<file path="config.mk">
export PLATFORM = sky130hd
export DESIGN_NAME = decodificador_servo
export DESIGN_NICKNAME = d
export VERILOG_FILES = /design/src/rtl/decodificador_servo.sv
export SDC_FILE = /design/constraint.sdc
export NUM_CORES = 1
export LEC_CHECK = 0
export BUFFER_PORTS_ARGS = -buffer_cell sky130_fd_sc_hd__clkbuf_2
export CORE_ASPECT_RATIO = 0.8
export CORE_MARGIN = 3
export CORE_UTILIZATION = 60
export DETAILED_ROUTE_END_ITERATION = 16
export GPL_TIMING_DRIVEN = 0
export PLACE_DENSITY = 0.8
export SLEW_MARGIN = 20
export SYNTH_ARGS = -nofsm -noshare
export SYNTH_HDL_FRONTEND = slang
export SYNTH_SLANG_ARGS = --single-unit
</file>
<file path="constraint.sdc">
create_clock -name clock -period 2.6 [get_ports clock]
set_input_delay 0.52 -clock clock [delete_from_list [all_inputs] [get_ports clock]]
set_output_delay 0.52 -clock clock [all_outputs]
set_load 0.01 [all_outputs]
</file>
<file path="src/rtl/decodificador_servo.sv">
// Servo PWM receiver: measures each high pulse and decodes it to a 2-bit position code.
// Latency: valido 3 cycles after the input falls (+FILTRO_CICLOS when DECOD_SERVO_FILTRO_EN is defined).
// Backpressure: none; free-running receiver, valido is a single-cycle strobe.
module decodificador_servo #(
  parameter int LARG_01       = 50_000,
  parameter int LARG_10       = 75_000,
  parameter int LARG_11       = 100_000,
  parameter int TOL           = 2_500,
  parameter int TIMEOUT       = 1_100_000,
  parameter int N             = 21,
  parameter int FILTRO_CICLOS = 4
) (
  input  logic         clock,
  input  logic         reset,
  input  logic         pwm,
  output logic [1:0]   posicao,
  output logic [N-1:0] largura,
  output logic         valido,
  output logic         erro,
  output logic         sem_sinal,
  output logic [1:0]   db_estado
);

  typedef enum logic [1:0] {
    INICIAL = 2'b00,
    ALTO    = 2'b01,
    BAIXO   = 2'b10,
    PRESO   = 2'b11
  } estado_t;

  estado_t     estado;
  logic        pwm_m;
  logic        pwm_s;
  logic        pwm_f;
  logic        pwm_d;
  logic        subida;
  logic        descida;
  logic [N-1:0] larg_cnt;
  logic [N-1:0] tmo_cnt;
  logic        tmo_evt;
  logic [1:0]  cod;
  logic        casou;

  // Two-flop synchronizer. Resets to 1 so that a pulse already high at
  // reset release never looks like a rising edge.
  always_ff @(posedge clock or negedge reset) begin
    if (!reset) begin
      pwm_m <= 1'b1;
      pwm_s <= 1'b1;
    end else begin
      pwm_m <= pwm;
      pwm_s <= pwm_m;
    end
  end

`ifdef DECOD_SERVO_FILTRO_EN
  localparam int FW = $clog2(FILTRO_CICLOS + 1);
  logic [FW-1:0] flt_cnt;

  // Glitch filter: follow pwm_s only after it holds a new level for FILTRO_CICLOS cycles.
  always_ff @(posedge clock or negedge reset) begin
    if (!reset) begin
      pwm_f   <= 1'b1;
      flt_cnt <= '0;
    end else if (pwm_s == pwm_f) begin
      flt_cnt <= '0;
    end else if (flt_cnt == FW'(FILTRO_CICLOS - 1)) begin
      pwm_f   <= pwm_s;
      flt_cnt <= '0;
    end else begin
      flt_cnt <= flt_cnt + 1'b1;
    end
  end
`else
  assign pwm_f = pwm_s;
`endif

  // Previous filtered level for edge detection.
  always_ff @(posedge clock or negedge reset) begin
    if (!reset) pwm_d <= 1'b1;
    else        pwm_d <= pwm_f;
  end

  assign subida  =  pwm_f & ~pwm_d;
  assign descida = ~pwm_f &  pwm_d;

  // Loss-of-signal counter: cleared by every rise, holds once TIMEOUT is reached.
  always_ff @(posedge clock or negedge reset) begin
    if (!reset)                       tmo_cnt <= '0;
    else if (subida)                  tmo_cnt <= '0;
    else if (tmo_cnt != N'(TIMEOUT))  tmo_cnt <= tmo_cnt + 1'b1;
  end

  // Fires on the single edge where the counter lands on TIMEOUT.
  assign tmo_evt = !subida && (tmo_cnt == N'(TIMEOUT - 1));

  function automatic logic perto(input int w, input int nom);
    return (w >= nom - TOL) && (w <= nom + TOL);
  endfunction

  // Match the running width against the three inclusive tolerance windows.
  always_comb begin
    cod   = 2'b00;
    casou = 1'b0;
    if (perto(int'(larg_cnt), LARG_01)) begin
      cod   = 2'b01;
      casou = 1'b1;
    end else if (perto(int'(larg_cnt), LARG_10)) begin
      cod   = 2'b10;
      casou = 1'b1;
    end else if (perto(int'(larg_cnt), LARG_11)) begin
      cod   = 2'b11;
      casou = 1'b1;
    end
  end

  // Main FSM: width measurement, classification and timeout reporting.
  always_ff @(posedge clock or negedge reset) begin
    if (!reset) begin
      estado    <= INICIAL;
      larg_cnt  <= '0;
      posicao   <= 2'b00;
      largura   <= '0;
      valido    <= 1'b0;
      erro      <= 1'b0;
      sem_sinal <= 1'b1;
    end else begin
      valido <= 1'b0;
      if (tmo_evt) begin
        // Timeout has priority over a coincident falling edge.
        valido    <= 1'b1;
        sem_sinal <= 1'b1;
        posicao   <= 2'b00;
        if (estado == ALTO) begin
          erro   <= 1'b1;
          // If the fall arrives on this very cycle there is nothing left to wait for.
          estado <= descida ? BAIXO : PRESO;
        end else begin
          erro <= 1'b0;
        end
      end else begin
        case (estado)
          INICIAL, BAIXO: begin
            if (subida) begin
              estado    <= ALTO;
              larg_cnt  <= N'(1);
              sem_sinal <= 1'b0;
            end
          end
          ALTO: begin
            if (descida) begin
              estado  <= BAIXO;
              largura <= larg_cnt;
              valido  <= 1'b1;
              erro    <= !casou;
              if (casou) posicao <= cod;
            end else if (larg_cnt != '1) begin
              larg_cnt <= larg_cnt + 1'b1;
            end
          end
          PRESO: begin
            if (descida) estado <= BAIXO;
          end
          default: estado <= INICIAL;
        endcase
      end
    end
  end

  assign db_estado = estado;

endmodule

</file>
* Yosys cells after proc, flatten, opt, wreduce, memory -nomap -nowiden *
Cells that the tools add are included.

operators by class
  add/subtract/negate cells = 2
  $lt $le $gt $ge = 6
  equality and inequality tests = 12
  mux-type cells = 32
  bitwise logic cells = 5
  reduce and logical (&&, ||, !) cells = 22

operators with widths
  operator                 count
  $mux W21                 5
  $add A21 B1 Y21 const B  2
  $ge A21 B17 Y1 const B   2
  $le A21 B17 Y1 const B   2
  $ne A21 B21 Y1 const B   2
  $pmux W21 S2             1
  $mux W2                  11
  $eq A21 B21 Y1 const B   1
  $ge A21 B16 Y1 const B   1
  $le A21 B16 Y1 const B   1
  $mux W1                  14
  $reduce_bool A2 Y1       7
  $reduce_and A3 Y1        3
  $reduce_and A5 Y1        1
  $eq A2 B2 Y1 const B     2
  $logic_and A1 B1 Y1      4
  $ne A2 B1 Y1 const B     2
  $ne A2 B2 Y1 const B     2
  $pmux W2 S2              1
  $reduce_and A2 Y1        2
  $reduce_or A2 Y1         2
  $ne A3 B1 Y1 const B     1
  $ne A3 B3 Y1 const B     1
  $not A1 Y1               3
  other kinds (4)          6

word-level totals
  bits in registers = 73
  output and inout port bits = 28

* Depth between registers and ports, before layout *
Gate-level depths: netlist of the first run.

  word-level depth = 9
  depth in mapped cells = 8
  gate-level depth less buffers = 7

* Least setup slack after synthesis of the first run *
Ideal clock, no wire load.

  path kind = register -> register
  start point = reg tmo_cnt[1]
  end point = reg largura[17]
  arrival time = 1923 ps
  slack = 552 ps
  stages on the path, launching flop included = 8
  period minus slack after synthesis = 2048 ps
  path through = dfrtp_1 > ha_1 > nand4_1 > nor3b_1 > nand2_1 > nand2_2 > buf_4 > mux2_2

on the way
  longest elaborated chain between the ends = 4

ends and longest elaborated chain
  element                             RTL line  source
  start: declaration                  39        logic [N-1:0] tmo_cnt;
  start signal: assignment            91        else if (tmo_cnt != N'(TIMEOUT)) tmo_cnt <= tmo_cnt + 1'b1;
  $eq A21 B21 Y1                      95        assign tmo_evt = !subida && (tmo_cnt == N'(TIMEOUT - 1));
  $logic_and A1 B1 Y1                 95
  $not A1 Y1 (no source line)         n/a
  $reduce_and A3 Y1 (no source line)  n/a
  end signal: assignment              153       largura <= larg_cnt;
  end: declaration                    17        output logic [N-1:0] largura,

Every way passes these cells.
A chain may end at the register's enable or synchronous reset.

* Final worst setup path of the first run *
  start point = reg larg_cnt[0]
  end point = reg larg_cnt[19]

on the way
  longest elaborated chain between the ends = 4

ends and longest elaborated chain
  element                   RTL line  source
  start: declaration        38        logic [N-1:0] larg_cnt;
  start signal: assignment  158       larg_cnt <= larg_cnt + 1'b1;
  $add A21 B1 Y21           158
  $mux W21                  157       end else if (larg_cnt != '1) begin
  $mux W21                  151       if (descida) begin
  $pmux W21 S2              142       case (estado)

Parallel ways exist; a longest one is shown, timed or not. The select of a mux whose other input is x is not followed.

==> out/results.txt, run 1 <==
Status - complete, no violations
Post-synth EDFFs - 0
Post-route ant nets - 0
Post-DP HPWL - 6.79 mm
P_leak - 0.00199 µW
Total gr overflow - 0
Min Tclk post-route - 2.50 ns
Clock sink count - 73
DP Worst Slack - 0.167 ns
Fin worst setup slack - 0.104 ns
Via density - 6.44
Worst Max-Slew Pin Slew - 0.791 ns
Max stage delay on crit path - 0.49 ns
IR drop worst, VDD - 0.000353 V
Final period util - 96.0%
Worst-skew pair later-pin latency - 0.35 ns
Synthesis-stage register bit count - 73
CTS tree - built
Residual DRC count - 0
Clock buffer depth - 2
Row count - 25
Post-synthesis async set-or-reset flop share - 100%
Fin. max-slew vios - 0
Arr. time, crit path - 2.73 ns
Die ar. - 0.00756 mm²
Slew margin rel. - 46.8%
Cells along the critical path - ha_1, nand2_1, nor4_4, nand4_1, o21a_1, buf_2, nand3_1, mux2_1
Core Area - 0.00613 mm²
Synth top area cells - dfrtp_1 44%, nor2_1 3.6%, mux2_2 3.4%
CP max-delay cell - dfrtp_1
WP data required - 2.83 ns
Area grow syn2layout - 13.3%
Die span in x - 96.5 µm
Share of layout cells above drive strength 1 - 18.9%
Die Height - 78.4 µm
Routed WL per cell - 18.1 µm
Clk_skew - 0.00871 ns
DR iter-0 viols - 321
RSZ-0062 raised after global routing - no
Most common cell after layout, fill and taps aside - dfrtp_1
Syn Std Cell Area - 0.00393 mm²
Largest net degree at the start of global routing - 39
Crit. End Element - register
Reg clk slew, reported paths - 0.08 ns
Critical Path Start - larg_cnt[0]$_DFFE_PN0P_
CTS Buf Count - 9
Most frequent cells in the layout - 69 x dfrtp_1, 38 x nor2_1, 34 x nand2_1
Worst Setup Start Kind - register
Total wire length - 9.74 mm
F_max - 401 MHz
Worst-path fanout max - 9
Vias in the first global route - 3,414
# diodes - 0
First-pass GRT wire length - 16.4 mm
Synth area leader - dfrtp_1
Setup TNS - 0 ns
Mapped Cells - 409
H-tree Lvls - 3
Post-synth cell types - 64
Reg2reg start - larg_cnt[0]$_DFFE_PN0P_
Hold Vio Cnt, Final - 0
Total track usage - 28.5%
Sequential share of the synthesized area - 46.6%
IO Pins - 31
Root buffer cell - clkbuf_8
Top-area cell type share of the netlist area - 44.0%
Setup-failing EPs final - 0
Nets - 458
RD Place Congestion - 0.992
Cell Pwr Density - 620 mW/mm²
Hold WC Path Type - in -> async
Max-cap viol count - 0
Yosys warns - 0
Avg Synthesized Cell Area - 9.60 µm²
Synth Flop Type - dfrtp_1
Buffers added on ports - 30
Initial Utilization - 64.1%
WS Path Type - reg -> reg
Total number of vias - 3,460
Drt first pass iters - 5
Syn_nets - 416
Initial antenna violation count - 0
flip-flops by register name, indices dropped and copies added, names as in the netlist:
| register | count |
|---|---|
| db_estado | 2 |
| erro | 1 |
| larg_cnt | 21 |
| largura | 21 |
| posicao | 2 |
| pwm_d | 1 |
| pwm_f | 1 |
| pwm_m | 1 |
| sem_sinal | 1 |
| tmo_cnt | 21 |
| valido | 1 |
cell families after synthesis:
logic type / Yosys count / share of synthesized area [%]
and+or+nand+nor: 179 / 25.4
adders and majority gates: 4 / 1.27
DFF: 73 / 46.6
muxes: 22 / 6.21
xor gates and xnor gates: 17 / 3.79
AOI/OAI and AO/OA: 76 / 12.6
buffers and inverters: 38 / 4.11
per-layer routing:
metal  vias up  track usage, %  wire length, µm
met5         -               0                0
met4         0            11.1              178
met3        21            10.6              967
met2       207            39.5             4150
met1      1661            40.3             4450
li1       1571               -                -
worst max-delay path, delay by kind of cell (launching register included):
kind	cells	cell delay (ns)
adders and majority gates	1	0.32
muxes	1	0.32
buffers and inverters	1	0.18
and+or+nand+nor	4	0.87
AOI/OAI and AO/OA	1	0.19
DFF	1	0.49
through the flow:
stage | power (µW) | hold WS [ns] | cell area (µm²) | cells | util, %
floorplan | 1540 | 0.224 | 3930 | 409 | -
global placement | 1660 | 0.350 | 4180 | 520 | 68.2
detailed placement | 1680 | 0.357 | 4200 | 521 | 68.5
CTS | 2770 | 0.170 | 4450 | 537 | 72.5
global route | 2900 | 0.188 | 4450 | 537 | 72.6
finish | 2760 | 0.154 | 4450 | 537 | 72.6
synth_stat cells, drive strengths merged (2+ instances only):
master and number:
inv 12, and2 2, a31oi 5, nand3 16, dfstp 4, nand4 15
or4 6, nor2b 4, a21oi 23, o31ai 4, mux2 19, xnor2 5
nor2 38, nor3b 3, mux2i 3, buf 9, o21ai 24, nor4 10
nand2 35, o211ai 3, and4 7, or3 14, xor2 12, ha 4
nor4b 3, and3 7, o22ai 2, a22oi 2, nand2b 2, o2111ai 2
or2 4, clkbuf 17, nor3 9, a211oi 2, dfrtp 69
final cells by class:
| type | count | area [µm²] |
|---|---|---|
| Buffer | 26 | 116 |
| Clock buffer | 11 | 141 |
| Clock inverter | 5 | 103 |
| Fill cell | 454 | 1680 |
| Inverter | 12 | 45.0 |
| Multi-Input combinational cell | 298 | 1940 |
| Sequential cell | 73 | 1830 |
| Tap cell | 81 | 101 |
| Timing Repair Buffer | 31 | 173 |
worst paths after layout:
check,endpoint,slack (ns),depth (start not counted)
worst max-delay path,larg_cnt[19]$_DFFE_PN0P_,0.10,8
min in group clock,pwm_m$_DFF_PN1_,0.26,1
worst max register to register,larg_cnt[19]$_DFFE_PN0P_,0.10,8
worst min-delay path,largura[7]$_DFFE_PN0P_,0.15,1
max in group asynchronous,pwm_f$_DFF_PN1_,1.81,2
worst min register to register,pwm_f$_DFF_PN1_,0.37,0
report_power, final:
part | switching [µW] | internal, µW | total [µW]
Clock | 422 | 662 | 1080
Sequential | 85.7 | 1210 | 1300
Combinational | 244 | 133 | 377
Total | 751 | 2010 | 2760
repair_timing:
item	4_1_cts	5_1_grt
hold buffers	0	0
gates resized for setup	0	1
setup buffers	0	0
endpoints found under the setup margin	0	15
Note: power is estimated with default switching activity, not from simulation.
==> run 2: changes to the inputs <==
--- a/config.mk
+++ b/config.mk
@@ -7,7 +7,7 @@
 export LEC_CHECK = 0
 export BUFFER_PORTS_ARGS = -buffer_cell sky130_fd_sc_hd__clkbuf_2
 export CORE_ASPECT_RATIO = 0.8
-export CORE_MARGIN = 3
+export CORE_MARGIN = 1
 export CORE_UTILIZATION = 60
 export DETAILED_ROUTE_END_ITERATION = 16
 export GPL_TIMING_DRIVEN = 0
==> out/results.txt, run 2 (same netlist as run 1, synthesis figures left out) <==
Worst path buffer plus inverter count - 1 (unchanged)
Total track usage - 31.1% (was 28.5%)
# diodes - 0 (unchanged)
Routed WL per cell - 18.4 µm (was 18.1 µm)
Power consumption - 2500 µW (was 2760 µW)
Cell Pwr Density - 569 mW/mm² (was 620 mW/mm²)
Die span in x - 92.5 µm (was 96.5 µm)
Hold WC Path Type - in -> async (unchanged)
Crit. End Element - register (unchanged)
WP data required - 2.83 ns (about the same)
F_max - 420 MHz (was 401 MHz)
Post-route ant nets - 0 (unchanged)
WS Path Type - reg -> reg (unchanged)
DR iter-0 viols - 326 (was 321)
Initial Utilization - 64.4% (was 64.1%)
Most frequent cells in the layout - 69 x dfrtp_1, 38 x nor2_1, 34 x nand2_1 (unchanged)
Vias in the first global route - 3,143 (was 3,414)
Worst Max-Slew Pin Slew - 0.751 ns (was 0.791 ns)
Row count - 25 (unchanged)
Clk_skew - 0.0102 ns (was 0.00871 ns)
Root buffer cell - clkbuf_8 (unchanged)
Reg clk slew, reported paths - 0.08 ns (about the same)
Regs by FF count - larg_cnt: 21 flops, largura: 21 flops, tmo_cnt: 21 flops (unchanged)
Nets - 458 (unchanged)
Total number of vias - 3,414 (was 3,460)
Cells along the critical path - ha_1, nand2_1, nor4_4, nand4_1, o21a_1, buf_2, nand3_1, mux2_1 (unchanged)
Arr. time, crit path - 2.61 ns (was 2.73 ns)
Buffers added on ports - 30 (unchanged)
Number of setup buffers added after CTS - 0 (unchanged)
Largest delay share family, worst path - simple AND/OR/NAND/NOR gates (unchanged)
First-pass GRT wire length - 16.1 mm (was 16.4 mm)
Setup-failing EPs final - 0 (unchanged)
Min Tclk post-route - 2.38 ns (was 2.50 ns)
Hold buffers post-CTS - 0 (unchanged)
Slew margin rel. - 49.5% (was 46.8%)
CTS Buf Count - 9 (unchanged)
Total gr overflow - 0 (unchanged)
Die Height - 74.4 µm (was 78.4 µm)
Die ar. - 0.00688 mm² (was 0.00756 mm²)
RSZ-0062 raised after global routing - no (unchanged)
Max stage delay on crit path - 0.48 ns (was 0.49 ns)
Residual DRC count - 0 (unchanged)
Core Area - 0.00610 mm² (was 0.00613 mm²)
RD Place Congestion - 0.965 (was 0.992)
Max-cap viol count - 0 (unchanged)
Via density - 6.36 (was 6.44)
Drt first pass iters - 5 (unchanged)
P_leak - 0.00196 µW (was 0.00199 µW)
H-tree Lvls - 3 (unchanged)
Share of layout cells above drive strength 1 - 19.1% (was 18.9%)
Hold Vio Cnt, Final - 0 (unchanged)
Clock sink count - 73 (unchanged)
Status - complete, no violations (unchanged)
Area grow syn2layout - 11.9% (was 13.3%)
Final period util - 91.6% (was 96.0%)
Largest net degree at the start of global routing - 49 (was 39)
Post-CTS sizing - 0 (unchanged)
Worst-path fanout max - 9 (unchanged)
Initial antenna violation count - 0 (unchanged)
IR drop worst, VDD - 0.000392 V (was 0.000353 V)
Final hold slack - 0.105 ns (was 0.154 ns)
Fin. max-slew vios - 0 (unchanged)
Worst-skew pair later-pin latency - 0.35 ns (about the same)
CTS tree - built (unchanged)
CP max-delay cell - dfrtp_1 (unchanged)
Clock buffer depth - 2 (unchanged)
Setup TNS - 0 ns (unchanged)
Post-DP HPWL - 7.08 mm (was 6.79 mm)
IO Pins - 31 (unchanged)
Most common cell after layout, fill and taps aside - dfrtp_1 (unchanged)
Total wire length - 9.86 mm (was 9.74 mm)
Worst Setup Start Kind - register (unchanged)
## run 2: layer usage
metal | part of all wire [%] | wire length (µm) | track usage [%] | vias up
met5 | 0 | 0 | 0 | -
met4 | 1.3 | 127 | 8.51 | 0
met3 | 7.6 | 745 | 6.75 | 13
met2 | 42 | 4160 | 44.8 | 171
met1 | 49 | 4830 | 47.4 | 1662
li1 | - | - | - | 1568
## run 2: final timing paths
path | from | end | slack (ns) | cells after the start
max in group asynchronous | reset | pwm_d$_DFF_PN1_ | 1.88 | 2
hold reg to reg | pwm_m$_DFF_PN1_ | pwm_f$_DFF_PN1_ | 0.36 | 0
min in group clock | pwm | pwm_m$_DFF_PN1_ | 0.25 | 1
hold / removal | reset | largura[2]$_DFFE_PN0P_ | 0.11 | 1
setup / recovery | larg_cnt[0]$_DFFE_PN0P_ | larg_cnt[19]$_DFFE_PN0P_ | 0.22 | 8
setup reg to reg | larg_cnt[0]$_DFFE_PN0P_ | larg_cnt[19]$_DFFE_PN0P_ | 0.22 | 8
## run 2: where the power goes
group / internal (µW) / switching [µW] / leakage (µW) / total (µW)
Clock: 393 / 429 / 0.0000911 / 823
Combinational: 134 / 243 / 0.000888 / 377
Sequential: 1210 / 87.8 / 0.000983 / 1300
Total: 1740 / 760 / 0.00196 / 2500
## run 2: cell type report
type,instances,area [µm²]
Tap cell,81,101
Inverter,12,45.0
Clock buffer,11,151
Timing Repair Buffer,31,180
Clock inverter,5,30.0
Fill cell,456,1700
Sequential cell,73,1830
Buffer,26,116
Multi-Input combinational cell,298,1940
## run 2: metrics by stage
stage          setup WS, ns  instances  utilization, %  area, µm²
4_1_cts              0.0426        537            72.0       4390
2_1_floorplan         0.552        409               -       3930
3_5_place_dp         0.0610        521            69.0       4210
6_report              0.219        537            72.1       4400
5_1_grt              0.0643        537            72.1       4400
3_3_place_gp          0.146        520            68.5       4180
## run 2: worst register-to-register path: stages (launching register included)
cell and delay, ns:
dfrtp_1 0.48, ha_1 0.33, nand2_1 0.14, nor4_4 0.36, nand4_1 0.23, o21a_1 0.15, buf_2 0.17, nand3_1 0.10
mux2_1 0.32
